`src/rtl/interlacer.sv`:
```
// -----------------------------------------------------------------------------
// interlacer
//   Converts a progressive Avalon-ST video stream (control packet + WIDTH x
//   HEIGHT video packet) into an interlaced field stream. Each input frame
//   yields one 10-beat control packet describing a WIDTH x HEIGHT/2 field,
//   then a video packet carrying only the even lines (F0) or only the odd
//   lines (F1). Field parity alternates frame by frame.
//
// Optional feature macro: INTERLACER_FIXED_F0_EN
//   When defined, the field parity is pinned to F0 for every frame.
//
// Ports
//   clock, reset              rising-edge clock, synchronous active-high reset
//   din_*                     Avalon-ST sink (data/valid/ready/sop/eop)
//   dout_*                    Avalon-ST source, single registered stage
//   field_out                 parity of the field being / about to be emitted
// -----------------------------------------------------------------------------
module interlacer #(
    parameter int BITS_PER_SYMBOL = 8,
    parameter int WIDTH           = 640,
    parameter int HEIGHT          = 480
) (
    input  logic                       clock,
    input  logic                       reset,
    input  logic [BITS_PER_SYMBOL-1:0] din_data,
    input  logic                       din_valid,
    output logic                       din_ready,
    input  logic                       din_startofpacket,
    input  logic                       din_endofpacket,
    output logic [BITS_PER_SYMBOL-1:0] dout_data,
    output logic                       dout_valid,
    input  logic                       dout_ready,
    output logic                       dout_startofpacket,
    output logic                       dout_endofpacket,
    output logic                       field_out
);

    localparam int DATA_WIDTH = BITS_PER_SYMBOL;

    localparam logic [15:0] WIDTH_W      = 16'(WIDTH);
    localparam logic [15:0] HALF_H       = 16'(HEIGHT / 2);
    localparam logic [11:0] COL_LAST     = 12'(WIDTH - 1);
    localparam logic [11:0] LINE_LAST    = 12'(HEIGHT - 1);
    localparam logic [11:0] LINE_LAST_F0 = 12'(HEIGHT - 2);

    typedef enum logic [2:0] {
        IDLE,
        CTRL_IN,
        CTRL_OUT,
        WAIT_VID,
        LINES,
        FLUSH_EOP
    } state_t;

    state_t                  state_q, state_d;
    logic                    field_q, field_d;
    logic [11:0]             line_q, line_d;
    logic [11:0]             col_q, col_d;
    logic [3:0]              beat_q, beat_d;
    logic                    out_valid_q, out_valid_d;
    logic [DATA_WIDTH-1:0]   out_data_q, out_data_d;
    logic                    out_sop_q, out_sop_d;
    logic                    out_eop_q, out_eop_d;

    logic                    ready_c;
    logic                    can_load;
    logic                    kept;
    logic                    last_kept_pos;
    logic                    final_done;
    logic                    field_flip;
    logic [3:0]              din_nib;
    logic [3:0]              ctrl_nib;

    // Parity the next frame will use once the current one finishes.
`ifdef INTERLACER_FIXED_F0_EN
    assign field_flip = 1'b0;
`else
    assign field_flip = ~field_q;
`endif

    assign din_nib       = din_data[3:0];
    assign can_load      = !out_valid_q || dout_ready;
    assign kept          = (line_q[0] == field_q);
    assign last_kept_pos = (col_q == COL_LAST) &&
                           (line_q == (field_q ? LINE_LAST : LINE_LAST_F0));
    // Only F0 has a dropped line after its last kept pixel.
    assign final_done    = !field_q && (line_q == LINE_LAST);

    // Outgoing control packet: type, width nibbles, field height nibbles,
    // interlace nibble.
    always_comb begin
        ctrl_nib = 4'h0;
        case (beat_q)
            4'd0:    ctrl_nib = 4'hF;
            4'd1:    ctrl_nib = WIDTH_W[15:12];
            4'd2:    ctrl_nib = WIDTH_W[11:8];
            4'd3:    ctrl_nib = WIDTH_W[7:4];
            4'd4:    ctrl_nib = WIDTH_W[3:0];
            4'd5:    ctrl_nib = HALF_H[15:12];
            4'd6:    ctrl_nib = HALF_H[11:8];
            4'd7:    ctrl_nib = HALF_H[7:4];
            4'd8:    ctrl_nib = HALF_H[3:0];
            4'd9:    ctrl_nib = field_q ? 4'b1100 : 4'b1000;
            default: ctrl_nib = 4'h0;
        endcase
    end

    always_comb begin
        state_d     = state_q;
        field_d     = field_q;
        line_d      = line_q;
        col_d       = col_q;
        beat_d      = beat_q;
        // A pending beat clears on transfer and otherwise holds.
        out_valid_d = out_valid_q && !dout_ready;
        out_data_d  = out_data_q;
        out_sop_d   = out_sop_q;
        out_eop_d   = out_eop_q;
        ready_c     = 1'b0;

        case (state_q)
            IDLE: begin
                ready_c = 1'b1;
                beat_d  = 4'd0;
                if (din_valid && din_startofpacket && din_nib == 4'hF) begin
                    state_d = din_endofpacket ? CTRL_OUT : CTRL_IN;
                end
            end

            CTRL_IN: begin
                ready_c = 1'b1;
                beat_d  = 4'd0;
                if (din_valid && din_endofpacket) begin
                    state_d = CTRL_OUT;
                end
            end

            CTRL_OUT: begin
                // beat_q == 10 means all beats are loaded; leave once the
                // final one transfers.
                if (beat_q == 4'd10) begin
                    if (dout_ready) begin
                        state_d = WAIT_VID;
                    end
                end else if (can_load) begin
                    out_valid_d = 1'b1;
                    out_data_d  = DATA_WIDTH'(ctrl_nib);
                    out_sop_d   = (beat_q == 4'd0);
                    out_eop_d   = (beat_q == 4'd9);
                    beat_d      = beat_q + 4'd1;
                end
            end

            WAIT_VID: begin
                ready_c = can_load;
                beat_d  = 4'd0;
                if (din_valid && can_load && din_startofpacket) begin
                    if (din_nib == 4'h0) begin
                        out_valid_d = 1'b1;
                        out_data_d  = din_data;
                        out_sop_d   = 1'b1;
                        out_eop_d   = din_endofpacket;
                        line_d      = 12'd0;
                        col_d       = 12'd0;
                        if (din_endofpacket) begin
                            // Empty video packet: the header closes the field.
                            field_d = field_flip;
                            state_d = IDLE;
                        end else begin
                            state_d = LINES;
                        end
                    end else if (din_nib == 4'hF) begin
                        state_d = din_endofpacket ? CTRL_OUT : CTRL_IN;
                    end
                end
            end

            LINES: begin
                // Dropped lines never wait on the output stage.
                ready_c = kept ? can_load : 1'b1;
                if (din_valid && ready_c) begin
                    if (kept) begin
                        out_valid_d = 1'b1;
                        out_data_d  = din_data;
                        out_sop_d   = 1'b0;
                        out_eop_d   = last_kept_pos || din_endofpacket;
                    end
                    if (col_q == COL_LAST) begin
                        col_d  = 12'd0;
                        line_d = line_q + 12'd1;
                    end else begin
                        col_d = col_q + 12'd1;
                    end
                    if (line_q == LINE_LAST && col_q == COL_LAST) begin
                        field_d = field_flip;
                        state_d = IDLE;
                    end else if (din_endofpacket) begin
                        if (kept || final_done) begin
                            field_d = field_flip;
                            state_d = IDLE;
                        end else begin
                            state_d = FLUSH_EOP;
                        end
                    end
                end
            end

            FLUSH_EOP: begin
                // Close the truncated field with a filler beat.
                if (can_load) begin
                    out_valid_d = 1'b1;
                    out_data_d  = '0;
                    out_sop_d   = 1'b0;
                    out_eop_d   = 1'b1;
                    field_d     = field_flip;
                    state_d     = IDLE;
                end
            end

            default: begin
                state_d = IDLE;
            end
        endcase
    end

    always_ff @(posedge clock) begin
        if (reset) begin
            state_q     <= IDLE;
            field_q     <= 1'b0;
            line_q      <= 12'd0;
            col_q       <= 12'd0;
            beat_q      <= 4'd0;
            out_valid_q <= 1'b0;
            out_data_q  <= '0;
            out_sop_q   <= 1'b0;
            out_eop_q   <= 1'b0;
        end else begin
            state_q     <= state_d;
            field_q     <= field_d;
            line_q      <= line_d;
            col_q       <= col_d;
            beat_q      <= beat_d;
            out_valid_q <= out_valid_d;
            out_data_q  <= out_data_d;
            out_sop_q   <= out_sop_d;
            out_eop_q   <= out_eop_d;
        end
    end

    assign din_ready          = ready_c && !reset;
    assign dout_valid         = out_valid_q;
    assign dout_data          = out_data_q;
    assign dout_startofpacket = out_sop_q;
    assign dout_endofpacket   = out_eop_q;
    assign field_out          = field_q;

endmodule

```
`config.mk`:
```
export PLATFORM = sky130hd
export DESIGN_NAME = interlacer
export DESIGN_NICKNAME = d
export VERILOG_FILES = /design/src/rtl/interlacer.sv
export SDC_FILE = /design/constraint.sdc
export NUM_CORES = 1
export LEC_CHECK = 0
export CORE_UTILIZATION = 52
export DETAILED_ROUTE_END_ITERATION = 10
export GPL_ROUTABILITY_DRIVEN = 0
export PLACE_DENSITY = 0.74
export SLEW_MARGIN = 20
export SYNTH_ARGS = -nofsm -noshare
export SYNTH_HDL_FRONTEND = slang
export SYNTH_SLANG_ARGS = --single-unit
```
`constraint.sdc`:
```
create_clock -name clock -period 3.5 [get_ports clock]
set_clock_uncertainty 0.2 [all_clocks]
set_input_delay 1.05 -clock clock [delete_from_list [all_inputs] [get_ports clock]]
set_output_delay 1.05 -clock clock [all_outputs]
set_load 0.05 [all_outputs]
```
==> impl_metrics.tcl <==
set metrics [dict create \
    holdWs_ns 0.2673 \
    timing.critical_path.arrival_ns 3.30 \
    comb_power_share_pct 13.2 \
    antenna_violating_nets_left 0 \
    synth_common_cells "sky130_fd_sc_hd__dfxtp_1 (43), sky130_fd_sc_hd__nor2_1 (34), sky130_fd_sc_hd__nand2_1 (26)" \
    placed_cells 392 \
    max-vdd-ir-drop_v 0.0002320 \
    vias 2357 \
    critPathBufInv 3 \
    cts-buffers-inserted 5 \
    synth-seq-area-share_pct 34.40 \
    worstSetupPathType "in -> reg" \
    floorplan.die.width_um 71.37 \
    synth_largest_type_area_fraction_pct 34.40 \
    num-nets-final 367 \
    max_freq_ghz 0.3019 \
    ys_ff_latch 43 \
    grt_setup_unrepaired "no" \
    totalWireLength_um 5933 \
    final.min_clock_period_ns 3.312 \
    worst_slew_margin_rel_pct 65.76 \
    ys_top_cells_by_area "sky130_fd_sc_hd__dfxtp_1 (34%), sky130_fd_sc_hd__nor2_1 (5.1%), sky130_fd_sc_hd__xor2_1 (4.2%), sky130_fd_sc_hd__nand2_1 (3.9%), sky130_fd_sc_hd__a21oi_1 (3.8%)" \
    insertion_delay_ns 0.31 \
    cts_tree "yes" \
    worstReg2RegStart "state_q[0]" \
    die_h_um 71.37 \
    synth_area_um2 2502 \
    minimum_setup_slack_in_the_final_design_ns 0.1875 \
    cellPowerDensity_nw_per_um2 334.5 \
    core_area_um2 4474 \
    dr.pass1.iters 8 \
    cts_hold_buf 0 \
    antenna_violations_before_repair 0 \
    ys_async_sr_fraction_pct 0 \
    setup.worst_path.start_class "primary input" \
    seq_power_share_pct 48.6 \
    outcome "finished, violations left" \
    post_layout_nonfiller_instances 400 \
    setup_viol_count_final 0 \
    layout-drive-gt1-share_pct 12.36 \
    layout_overhead_on_the_synthesized_area_pct 23.55 \
    syn-mean-instance-area_um2 8.151 \
    critical_path.startpoint "din_data[0]" \
    report.power.total_uw 1034 \
    net_switching_power_uw 263.8 \
    dpl.hpwl_um 4319 \
    cp-end-kind "flip-flop" \
    failing_checks "design-rule violations" \
    required_ns 3.49 \
    vias_per_cell 5.893 \
    max-cap-violations 0 \
    global_route.overflow_total 0 \
    drtIter0Drc 168 \
    placement_rows 24 \
    clk_pin_slew_ns 0.08 \
    internal_power_uw 770.3 \
    cts-htree-levels 2 \
    dp_worst_setup_slack_ns -0.1252 \
    clock_sinks 43 \
    starting_density_of_the_core_pct 55.93 \
    floorplan.die_area_um2 5094 \
    fin_max_slew_vios 0 \
    hold_viol_final 0 \
    pin_count 27 \
    number_of_synthesized_flops_with_an_enable_pin 0 \
    power.leakage_uw 0.001143 \
    ys_warn_count 0 \
    critical_path.max_fanout 18 \
    crit_slowest_cell "sky130_fd_sc_hd__or4_4" \
    crit_chain "clkdlybuf4s50_1 > or4_4 > buf_4 > o31a_1 > a211oi_2 > o221a_2 > buf_12 > mux2i_1 > nor2_1" \
    first_global_vias 2257 \
    timing.hold.worst.start "dout_data[4]" \
    ff2ff_setup_slack_ns 0.89 \
    post-synth-top-count-cell "sky130_fd_sc_hd__dfxtp_1" \
    holdCritPathClass "reg -> reg" \
    grt_start_max_net_pins 24 \
    io_buffer_count 26 \
    insertedDiodeCount 0 \
    postSynthNetCount 327 \
    wire_length_of_the_first_global_routing_pass_um 10270 \
    routedWlPerCell_um 14.83 \
    cells_after_synthesis 307 \
    synth_cell_types 60 \
    worstMarginPinSlew_ns 0.5129 \
    gr-usage-all-layers_pct 25.49 \
    critical-path-max-stage-delay_ns 0.57 \
    sw_frac_of_total_pct 25.51 \
    cts_root_buffer "sky130_fd_sc_hd__clkbuf_8" \
    post-synth-top-area-cell "sky130_fd_sc_hd__dfxtp_1" \
    ys_dominant_reg_cell "sky130_fd_sc_hd__dfxtp_1" \
    cts.path.max_buffers 2 \
    power_frac_clock_pct 38.2 \
    layout_worst_path_cycle_share_pct 94.64 \
    worst_path_top_cell_family_by_delay "buffers and inverters" \
    route.detailed.drc 4 \
    final_core_util_pct 69.10 \
]
## cell type report
class                           instances  area [um^2]
Multi-Input combinational cell        244         1567
Clock inverter                          3        43.79
Sequential cell                        43        860.8
Clock buffer                            5        68.82
Timing Repair Buffer                   47        464.2
Fill cell                             385         1383
Inverter                                6        22.52
Tap cell                               52        65.06
## per-stage QoR
stage / instance area (um^2) / TNS (ns)
detailed placement: 2973 / -1.878
floorplan: 2509 / 0
global route: 3092 / 0
global placement: 2973 / -0.7521
CTS: 3092 / 0
finish: 3092 / 0
## sequential cells by signal, summed over array words and instances (netlist names)
signal / count
line_q: 12
dout_startofpacket: 1
state_q: 3
dout_endofpacket: 1
col_q: 12
dout_data: 8
field_out: 1
beat_q: 4
dout_valid: 1
## worst min-delay path, stage by stage (launching register included)
cell	delay (ns)
sky130_fd_sc_hd__dfxtp_1	0.31
sky130_fd_sc_hd__nand2b_1	0.06
sky130_fd_sc_hd__a21oi_1	0.05
## per-layer routing
metal | vias up | share of wire, % | track usage (%)
li1 | 1193 | - | -
met1 | 1085 | 48 | 34.80
met2 | 73 | 45 | 39.26
met3 | 6 | 5.8 | 5.485
met4 | 0 | 1.2 | 10.22
met5 | - | 0 | 0
## placed cells by master, fill, tap and decap left out, drive strengths merged, types with 2 or more instances in the layout
master	Yosys	routed
ha	6	6
inv	6	6
o211ai	3	3
nand2	28	28
and4	2	2
nand2b	10	10
a311oi	2	2
nor3	5	5
clkdlybuf4s50	0	24
o21ai	14	14
or3	4	4
mux2i	5	5
a32oi	2	2
dfxtp	43	43
and3	5	5
or4	2	2
nor4	5	5
and2	3	3
a21oi	19	19
a22oi	2	2
clkinv	0	2
o21a	2	2
a41oi	3	3
nand3	17	17
clkbuf	10	5
buf	4	22
a221oi	2	2
o2bb2ai	2	2
xnor2	10	10
nor2	35	35
a31oi	2	2
nand3b	2	2
a211oi	4	4
xor2	12	12
nor2b	8	8
nand4	10	10
## worst paths after layout
path                        end  cells after the start
max          dout_startofpacket                      9
min                dout_data[4]                      2
max reg2reg           col_q[11]                      6
min reg2reg        dout_data[4]                      2
## cell families after synthesis
family	Yosys count	share of synthesized area [%]
AOI/OAI and AO/OA	69	18.85
DFF	43	34.40
buffers and inverters	20	3.550
xor gates and xnor gates	22	7.700
adders and majority gates	6	3.000
muxes	6	2.450
and+or+nand+nor	141	30.05
## power by group through the flow
stage	clock (uW)	sequential [uW]	combinational (uW)
6_report	396	502	136
5_1_grt	426	504	145
4_1_cts	406	502	135
3_5_place_dp	0	514	134
3_3_place_gp	0	514	133
2_1_floorplan	0	528	59.4
## repair_timing
action,4_1_cts,5_1_grt
gates resized for setup,3,0
endpoints found under the setup margin,1,0
endpoints found under the hold margin,0,0
setup buffers,0,0
Power figures use the tool's default switching activity.
